==> src/rtl/k_and_s_datapath.sv <==
// K&S multicycle processor datapath: PC, IR, 4-entry register file, ALU and flags.
// Optional build macro KS_DP_ZERO_R0_EN makes R0 a hardwired zero register.
package k_and_s_pkg;
  typedef enum logic [3:0] {
    I_NOP, I_BRANCH, I_BZERO, I_BNZERO, I_BNEG, I_BNNEG, I_BOV, I_BNOV,
    I_LOAD, I_STORE, I_MOVE, I_ADD, I_SUB, I_AND, I_OR, I_HALT
  } decoded_instruction_type;
endpackage

module k_and_s_datapath
  import k_and_s_pkg::*;
#(
  parameter int DATA_W = 16,
  parameter int ADDR_W = 5
) (
  input  logic                    clk,
  input  logic                    rst_n,
  input  logic                    branch,
  input  logic                    pc_enable,
  input  logic                    ir_enable,
  input  logic                    write_reg_enable,
  input  logic                    addr_sel,
  input  logic                    c_sel,
  input  logic [1:0]              operation,
  input  logic                    flags_reg_enable,
  output decoded_instruction_type decoded_instruction,
  output logic                    zero_op,
  output logic                    neg_op,
  output logic                    unsigned_overflow,
  output logic                    signed_overflow,
  output logic [ADDR_W-1:0]       ram_addr,
  output logic [DATA_W-1:0]       data_out,
  input  logic [DATA_W-1:0]       data_in
);

  logic [ADDR_W-1:0] pc;
  logic [15:0]       ir;
  logic [DATA_W-1:0] regs [4];
  logic [DATA_W-1:0] r_view [4];

  logic [DATA_W-1:0] alu_a, alu_b, alu_result;
  logic [DATA_W:0]   sum_ext, diff_ext;
  logic              alu_uov, alu_sov;

  logic              wr_en;
  logic [1:0]        wr_idx;
  logic [DATA_W-1:0] wr_data;

  always_comb begin
    decoded_instruction = I_NOP;
    case (ir[15:8])
      8'h00: decoded_instruction = I_NOP;
      8'h01: decoded_instruction = I_BRANCH;
      8'h02: decoded_instruction = I_BZERO;
      8'h03: decoded_instruction = I_BNZERO;
      8'h04: decoded_instruction = I_BNEG;
      8'h05: decoded_instruction = I_BNNEG;
      8'h06: decoded_instruction = I_BOV;
      8'h07: decoded_instruction = I_BNOV;
      8'h81: decoded_instruction = I_LOAD;
      8'h82: decoded_instruction = I_STORE;
      8'h91: decoded_instruction = I_MOVE;
      8'hA1: decoded_instruction = I_ADD;
      8'hA2: decoded_instruction = I_SUB;
      8'hA3: decoded_instruction = I_AND;
      8'hA4: decoded_instruction = I_OR;
      8'hFF: decoded_instruction = I_HALT;
      default: decoded_instruction = I_NOP;
    endcase
  end

  // Read view of the register file; with the zero-R0 option, R0 is forced to 0.
  always_comb begin
    for (int i = 0; i < 4; i++) r_view[i] = regs[i];
`ifdef KS_DP_ZERO_R0_EN
    r_view[0] = '0;
`endif
  end

  assign data_out = r_view[ir[6:5]];
  assign ram_addr = addr_sel ? ir[ADDR_W-1:0] : pc;

  // MOVE reuses the OR path with both operands taken from the source register.
  always_comb begin
    alu_a      = r_view[ir[3:2]];
    alu_b      = (decoded_instruction == I_MOVE) ? alu_a : r_view[ir[1:0]];
    sum_ext    = {1'b0, alu_a} + {1'b0, alu_b};
    diff_ext   = {1'b0, alu_a} - {1'b0, alu_b};
    alu_result = alu_a | alu_b;
    alu_uov    = 1'b0;
    alu_sov    = 1'b0;
    case (operation)
      2'b00: alu_result = alu_a | alu_b;
      2'b01: begin
        alu_result = sum_ext[DATA_W-1:0];
        alu_uov    = sum_ext[DATA_W];
        alu_sov    = (alu_a[DATA_W-1] == alu_b[DATA_W-1]) &&
                     (sum_ext[DATA_W-1] != alu_a[DATA_W-1]);
      end
      2'b10: begin
        alu_result = diff_ext[DATA_W-1:0];
        alu_uov    = diff_ext[DATA_W];
        alu_sov    = (alu_a[DATA_W-1] != alu_b[DATA_W-1]) &&
                     (diff_ext[DATA_W-1] != alu_a[DATA_W-1]);
      end
      default: alu_result = alu_a & alu_b;
    endcase
  end

  always_comb begin
    wr_idx  = c_sel ? ir[5:4] : ir[6:5];
    wr_data = c_sel ? alu_result : data_in;
    wr_en   = write_reg_enable;
`ifdef KS_DP_ZERO_R0_EN
    if (wr_idx == 2'd0) wr_en = 1'b0;
`endif
  end

  always_ff @(posedge clk) begin
    if (!rst_n) begin
      pc                <= '0;
      ir                <= '0;
      zero_op           <= 1'b0;
      neg_op            <= 1'b0;
      unsigned_overflow <= 1'b0;
      signed_overflow   <= 1'b0;
      for (int i = 0; i < 4; i++) regs[i] <= '0;
    end else begin
      if (pc_enable) pc <= branch ? ir[ADDR_W-1:0] : pc + ADDR_W'(1);
      if (ir_enable) ir <= 16'(data_in);
      if (wr_en) regs[wr_idx] <= wr_data;
      if (flags_reg_enable) begin
        zero_op           <= (alu_result == '0);
        neg_op            <= alu_result[DATA_W-1];
        unsigned_overflow <= alu_uov;
        signed_overflow   <= alu_sov;
      end
    end
  end

  logic unused_bits;
`ifdef KS_DP_ZERO_R0_EN
  assign unused_bits = ^{ir[7], regs[0]};
`else
  assign unused_bits = ir[7];
`endif

endmodule

==> config.mk <==
export PLATFORM = sky130hd
export DESIGN_NAME = k_and_s_datapath
export DESIGN_NICKNAME = d
export VERILOG_FILES = /design/src/rtl/k_and_s_datapath.sv
export SDC_FILE = /design/constraint.sdc
export NUM_CORES = 1
export LEC_CHECK = 0
export BUFFER_PORTS_ARGS = -buffer_cell sky130_fd_sc_hd__buf_2
export CORE_MARGIN = 2
export CORE_UTILIZATION = 57
export CTS_BUF_LIST = sky130_fd_sc_hd__clkbuf_4 sky130_fd_sc_hd__clkbuf_8
export DETAILED_ROUTE_END_ITERATION = 12
export PLACE_DENSITY_LB_ADDON = 0.2
export SETUP_SLACK_MARGIN = 0.2
export SLEW_MARGIN = 25
export SYNTH_ARGS = -nofsm -noshare
export SYNTH_HDL_FRONTEND = slang
export SYNTH_SLANG_ARGS = --single-unit
==> constraint.sdc <==
create_clock -name clk -period 7.8 [get_ports clk]
set_input_delay 0.39 -clock clk [delete_from_list [all_inputs] [get_ports clk]]
set_output_delay 0.39 -clock clk [all_outputs]
set_load 0.05 [all_outputs]
==> metrics, run 1 <==
status completed; Max Fclk ~0.20 GHz; clock share of power ~22%; Final Max Tran Viols 0; DRC 0; clk slew on worst S/H paths about 0.090 ns; WP data arrival 4.99 ns; fin worst setup slack ~2.9 ns; type of the worst min-delay path input pin to flop; Flop pwr share 38.8%; clk sinks 88; Syn. warnings 0; final WL 21.5 mm; CTS tree done; vias in the first global route approximately 6200; worst-path cell chain nor2_1, nand2_1, nand2_1, o2bb2ai_1, a21o_1, nor2_1, buf_4, mux2_2, ha_1, inv_1, fa_1, nor2b_1, o211ai_1, o211ai_1, a221oi_1, o221ai_1, xnor2_1, a222oi_1, a21oi_1, nor2b_1; asr flop ratio synth 0%; fin nets 884; Setup Buffers After CTS 0; #FFs+latches synth 88; CTS buffer count 9; grt total ovfl 0; final period utilization 62.8%; antenna violations before repair 0; Critical Path Fanout Max 16; crit path capture type flop; largest net degree at the start of global routing 33; RSZ-0062 raised after global routing no; Slowest-stage cell, CP dfxtp_1; critical setup path kind flop to flop; Finish-stage setup viols 0; peak supply drop ~0.14 mV; placement-stage worst setup slack around 3.0 ns; Period minus WS final 4.90 ns; P_int 899 uW; required time worst endpoint 7.89 ns; Sw Ratio a little under two fifths; final RePlAce weighted congestion between 0.9 and 1; hold_buf cts 0; die area 0.0143 sq mm; Initial Utilization 57.9%; hold_ws between 0.3 and 0.4 ns; number of synthesized flops with an enable pin 64; ys flop type edfxtp_1; commonest non-fill, non-tap cells in the layout nor2_1, inv_1, edfxtp_1, ha_1, buf_2; Synthesized Nets 860; PD cells ~180 mW/mm^2; Synth cell types 72; Initial DRC Count approximately 680; global-route wire length before repair ~34 mm; post-CTS sizing 0; critical path's largest stage delay roughly 0.53 ns; Via-to-Cell Ratio 6.54; Die W 120 um; hpwl dp about 16 mm; H-tree levels 3; Final ANT Viol Nets 0; die height about 120 um; Total Power roughly 1.4 mW; Synth Cell Area between 0.007 and 0.008 sq mm; Setup TNS Final 0 ns; clk_skew ~0.013 ns; Sw Pwr about 550 uW; Logic pwr share around 39%; Finished Cell Area approximately 0.0082 sq mm; GRT Util Overall a little under a third; vias roughly 6400; crit start category flop; I/O pin count 56; PortBufs 55; core area between 0.01 and 0.015 sq mm; sequential share of the synthesized area between 30% and 40%; Post-DP Area roughly 0.008 sq mm; fillcell total ~1100; share of layout cells above drive strength 1 a little over 20%; worst-skew pair later-pin latency around 0.36 ns; worst slew pin tran between 1 and 1.5 ns; post-synthesis cell count roughly 770; # diodes 0; headroom to the max-slew limit 32.6%; row count 42; final hold vios 0; syn_area_per_cell between 9 and 10 sq um; Avg WL per Cell 22.0 um; leakage power 3.37 nW; Clock Path Buffers 2; CTS Root Cell clkbuf_8; MaxCap Viol Count 0; most common cell after layout, fill and taps aside nor2_1; First-pass DRT Iterations 5; Area Growth Syn to Fin 7.04%
==> final cells by class <==
| cell class | count | area (sq um) | area share, % |
|---|---|---|---|
| Tap cell | 176 | 220 | 2.69 |
| Multi-Input combinational cell | 569 | 4790 | 58.6 |
| Clock buffer | 10 | 131 | 1.61 |
| Inverter | 68 | 255 | 3.12 |
| Sequential cell | 88 | 2400 | 29.4 |
| Timing Repair Buffer | 60 | 313 | 3.82 |
| Clock inverter | 6 | 67.6 | 0.826 |
==> sequential cells by signal, indices dropped and copies added (netlist names) <==
| register | count |
|---|---|
| ir | 15 |
| regs | 64 |
| neg_op | 1 |
| zero_op | 1 |
| signed_overflow | 1 |
| unsigned_overflow | 1 |
| pc | 5 |
==> Yosys cell counts, types with 3 or more instances <==
| master | number | area [sq um] |
|---|---|---|
| o21ai_1 | 3 | 15.0 |
| clkbuf_1 | 37 | 139 |
| a21oi_1 | 20 | 100 |
| mux2_2 | 28 | 315 |
| nor4_1 | 5 | 31.3 |
| o22ai_1 | 4 | 25.0 |
| o211ai_1 | 8 | 60.1 |
| or3_1 | 4 | 25.0 |
| nand3b_1 | 3 | 22.5 |
| edfxtp_1 | 64 | 1920 |
| mux2i_1 | 24 | 240 |
| nand4_1 | 5 | 31.3 |
| and2_1 | 8 | 50.1 |
| a21o_1 | 7 | 52.6 |
| dfxtp_1 | 24 | 480 |
| o21a_1 | 3 | 22.5 |
| buf_2 | 5 | 25.0 |
| nand2b_1 | 13 | 81.3 |
| nor3_1 | 15 | 75.1 |
| nand3_1 | 11 | 55.1 |
| xor2_1 | 5 | 43.8 |
| a211o_1 | 3 | 26.3 |
| a221oi_1 | 3 | 26.3 |
| o211a_1 | 3 | 30.0 |
| and3_1 | 5 | 31.3 |
| buf_1 | 3 | 11.3 |
| nor2b_1 | 30 | 188 |
| nor2_1 | 81 | 304 |
| a22o_1 | 5 | 43.8 |
| a22oi_1 | 3 | 22.5 |
| o21ai_0 | 32 | 160 |
| nor3b_1 | 3 | 22.5 |
| xnor2_1 | 12 | 105 |
| o31ai_1 | 4 | 30.0 |
| ha_1 | 59 | 738 |
| mux4_2 | 48 | 1080 |
| a31oi_1 | 7 | 43.8 |
| nand2_1 | 53 | 199 |
| a211oi_1 | 5 | 37.5 |
| inv_1 | 68 | 255 |
| a31o_2 | 5 | 43.8 |
==> cell families (layout without fill, tap and decap cells) <==
family,after synthesis,after routing,synth area share (%)
buffers and inverters,115,144,5.88
DFF,88,88,31.4
muxes,100,100,21.4
adders and majority gates,61,61,10.2
and+or+nand+nor,244,244,15.4
AOI/OAI and AO/OA,147,147,13.7
xor gates and xnor gates,17,17,1.95
==> per-stage QoR <==
stage	std cells	util, %
2_1_floorplan	772	-
3_3_place_gp	961	60.5
3_5_place_dp	961	60.5
4_1_cts	977	62.0
5_1_grt	977	62.0
6_report	977	62.0
==> power by group through the flow <==
stage / sequential (mW) / combinational, mW / clock (mW)
5_1_grt: 0.565 / 0.608 / 0.340
3_5_place_dp: 0.571 / 0.549 / 0
6_report: 0.561 / 0.564 / 0.321
4_1_cts: 0.560 / 0.554 / 0.325
2_1_floorplan: 0.554 / 0.431 / 0
3_3_place_gp: 0.567 / 0.540 / 0
==> path summary, 6_finish.rpt <==
kind | cells past startpoint | slack, ns | end | startpoint
worst min register to register | 2 | 0.48 | neg_op$_SDFFE_PN0P_ | neg_op$_SDFFE_PN0P_
worst min-delay path | 3 | 0.31 | ir[13]$_SDFFE_PN0P_ | data_in[13]
worst max-delay path | 20 | 2.90 | regs[2][12]$_SDFFCE_PN0P_ | ir[13]$_SDFFE_PN0P_
worst max register to register | 20 | 2.90 | regs[2][12]$_SDFFCE_PN0P_ | ir[13]$_SDFFE_PN0P_
==> critical path, delay by kind of cell, from the launching register on <==
kind,cells,cell delay (ns)
muxes,1,0.23
and+or+nand+nor,6,0.70
buffers and inverters,2,0.31
adders and majority gates,2,0.65
xor gates and xnor gates,1,0.19
AOI/OAI and AO/OA,8,2.00
DFF,1,0.53
==> metal layers <==
metal / track usage [%] / vias up / routed length [um]
li1: - / 2873 / -
met2: 48.5 / 344 / 10100
met1: 43.0 / 3116 / 9050
met5: 0 / - / 0
met3: 4.09 / 52 / 1730
met4: 10.4 / 0 / 563
(Power assumes the default switching activity.)
==> inputs of run 2 (changes only) <==
- clock period: 7.8 -> 4.3 ns (I/O delays scaled with it)
==> run 2 against run 1 <==
Against the previous run:
- global-route usage rose by 1.9 points
- sequential share of layout area fell by 3.1 points
- sequential cell count did not move
- largest cell class unchanged
- clock power rose by 80%
- hold slack got worse by 0.17 ns
- wire length rose by 8.5%
- core utilization rose by 7.8 points
- design area rose by 13%
- critical path depth did not move
==> metrics, run 2 (synthesis results as in run 1) <==
Top Registers regs (64), ir (15), pc (5); Initial DRC Count 866; Avg WL per Cell between 20 and 25 um; core area about 0.013 sq mm; vias in the first global route roughly 6600; Biggest register regs; H-tree levels 3; type of the worst min-delay path input pin to flop; worst r2r src ir[8]$_SDFFE_PN0P_; WP depth 20; GRT Util Overall roughly a third; MaxCap Viol Count 0; final WL around 23 mm; Finished Cell Area 0.00920 sq mm; hold_ws about 0.14 ns; antenna violations before repair 0; row count 42; CTS Root Cell clkbuf_8; die height about 120 um; clk slew on worst S/H paths roughly 0.090 ns; required time worst endpoint between 4 and 5 ns; Total Power 2.90 mW; commonest non-fill, non-tap cells in the layout nor2_1, buf_4, inv_1, edfxtp_1, buf_2; R2R depth 20; critical setup path kind flop to flop; hold depth 3; RR Endpoint regs[3][15]$_DFFE_PP_; crit path capture type flop; PD cells between 300 and 400 mW/mm^2; Worst Path Buf+Inv 3; Via-to-Cell Ratio between 6 and 7; hold endpoint ir[1]$_SDFFE_PN0P_; placed insts 1018; WP data arrival around 4.2 ns; Reg2Reg Setup Slack between 0.15 and 0.2 ns; clk sinks 88; First-pass DRT Iterations 8; worst-skew pair later-pin latency roughly 0.36 ns; crit start category flop; worst-path cell chain nor2_2, nand2_1, nand2_1, o2bb2ai_2, a21o_2, nor2_4, buf_12, mux2_4, ha_4, a211oi_2, buf_4, o211ai_1, nand3_1, a21oi_2, a31oi_2, xor2_1, o221ai_2, a31oi_1, buf_4, nor2_1; I/O pin count 56; headroom to the max-slew limit between 30% and 40%; Final Max Tran Viols 0; CTS tree done; worst slew pin tran 0.935 ns; DRC 0; die area 0.0143 sq mm; final hold vios 0; RSZ-0062 raised after global routing yes; vias around 6700; Finished Layout Cells 1046; Clock Path Buffers 2; Largest delay share family, worst path compound AO/OA/AOI/OAI gates; clk_skew 0.0168 ns; Die W approximately 120 um; Slowest-stage cell, CP dfxtp_4; fin nets 953; peak supply drop ~0.34 mV; status completed; PortBufs 55; CTS buffer count 9; critical path's largest stage delay around 0.4 ns; Max Fclk ~0.24 GHz; leakage power around 3.8 nW; final period utilization around 96%; Largest register FFs 64; hpwl dp 16.7 mm; Initial Utilization roughly 58%; most common cell after layout, fill and taps aside nor2_1; final RePlAce weighted congestion roughly 0.94; # diodes 0; largest net degree at the start of global routing 30; Area Growth Syn to Fin 20.4%; share of layout cells above drive strength 1 roughly a third; Critical Path Fanout Max 7; grt total ovfl 0; Finish-stage setup viols 0; Period minus WS final 4.12 ns; Final ANT Viol Nets 0; global-route wire length before repair 35.7 mm; hold_sp data_in[1]; Post-DP Area ~0.0085 sq mm
-- run 2: how the worst max path moves through the flow --
stage,from,end,slack (ns)
after detailed placement,ir[8]$_SDFFE_PN0P_,regs[2][11]$_SDFFCE_PN0P_,-0.20
after floorplan,ir[13]$_SDFFE_PN0P_,regs[3][12]$_DFFE_PP_,0.21
after global routing,ir[8]$_SDFFE_PN0P_,regs[3][15]$_DFFE_PP_,0.04
final,ir[8]$_SDFFE_PN0P_,regs[3][15]$_DFFE_PP_,0.18
after CTS,ir[8]$_SDFFE_PN0P_,regs[3][12]$_DFFE_PP_,0.20
after global placement,ir[8]$_SDFFE_PN0P_,regs[1][11]$_SDFFCE_PN0P_,-0.13
-- run 2: layout make-up --
class                      instances  area, sq um
multi-input combinational        569         5220
clock inverter                     3         42.5
timing repair buffer             129          888
clock buffer                      13          154
fill                             992         3990
tap                              176          220
inverter                          68          260
sequential                        88         2420
-- run 2: through the flow --
step | worst slack [ns] | utilization (%) | TNS (ns)
global route | 0.0439 | 69.8 | 0
CTS | 0.200 | 67.4 | 0
finish | 0.177 | 69.8 | 0
floorplan | 0.212 | - | 0
global placement | -0.129 | 64.2 | -0.544
detailed placement | -0.197 | 64.2 | -1.07
-- run 2: layer usage --
layer	track usage, %	share of wire (%)	up-vias
li1	-	-	3016
met1	44.0	41	3289
met2	53.5	49	356
met3	4.33	7.9	45
met4	10.8	2.4	0
met5	0	0	-
-- run 2: timing repair --
| item | CTS | global route |
|---|---|---|
| setup buffers | 5 | 7 |
| hold buffers | 0 | 0 |
| resized for setup | 42 | 55 |
| hold endpoints to repair | 0 | 0 |
| endpoints found under the setup margin | 38 | 43 |
| pin swaps | 10 | 35 |
-- run 2: where the power goes --
group | total (mW) | internal [mW] | switching [mW]
Clock | 0.579 | 0.295 | 0.284
Sequential | 1.00 | 0.960 | 0.0414
Combinational | 1.32 | 0.569 | 0.753
Total | 2.90 | 1.82 | 1.08
-- run 2: tightest hold or removal path: stages --
cell and delay (ns):
buf_2 0.09, mux2i_1 0.06, nor2b_1 0.10
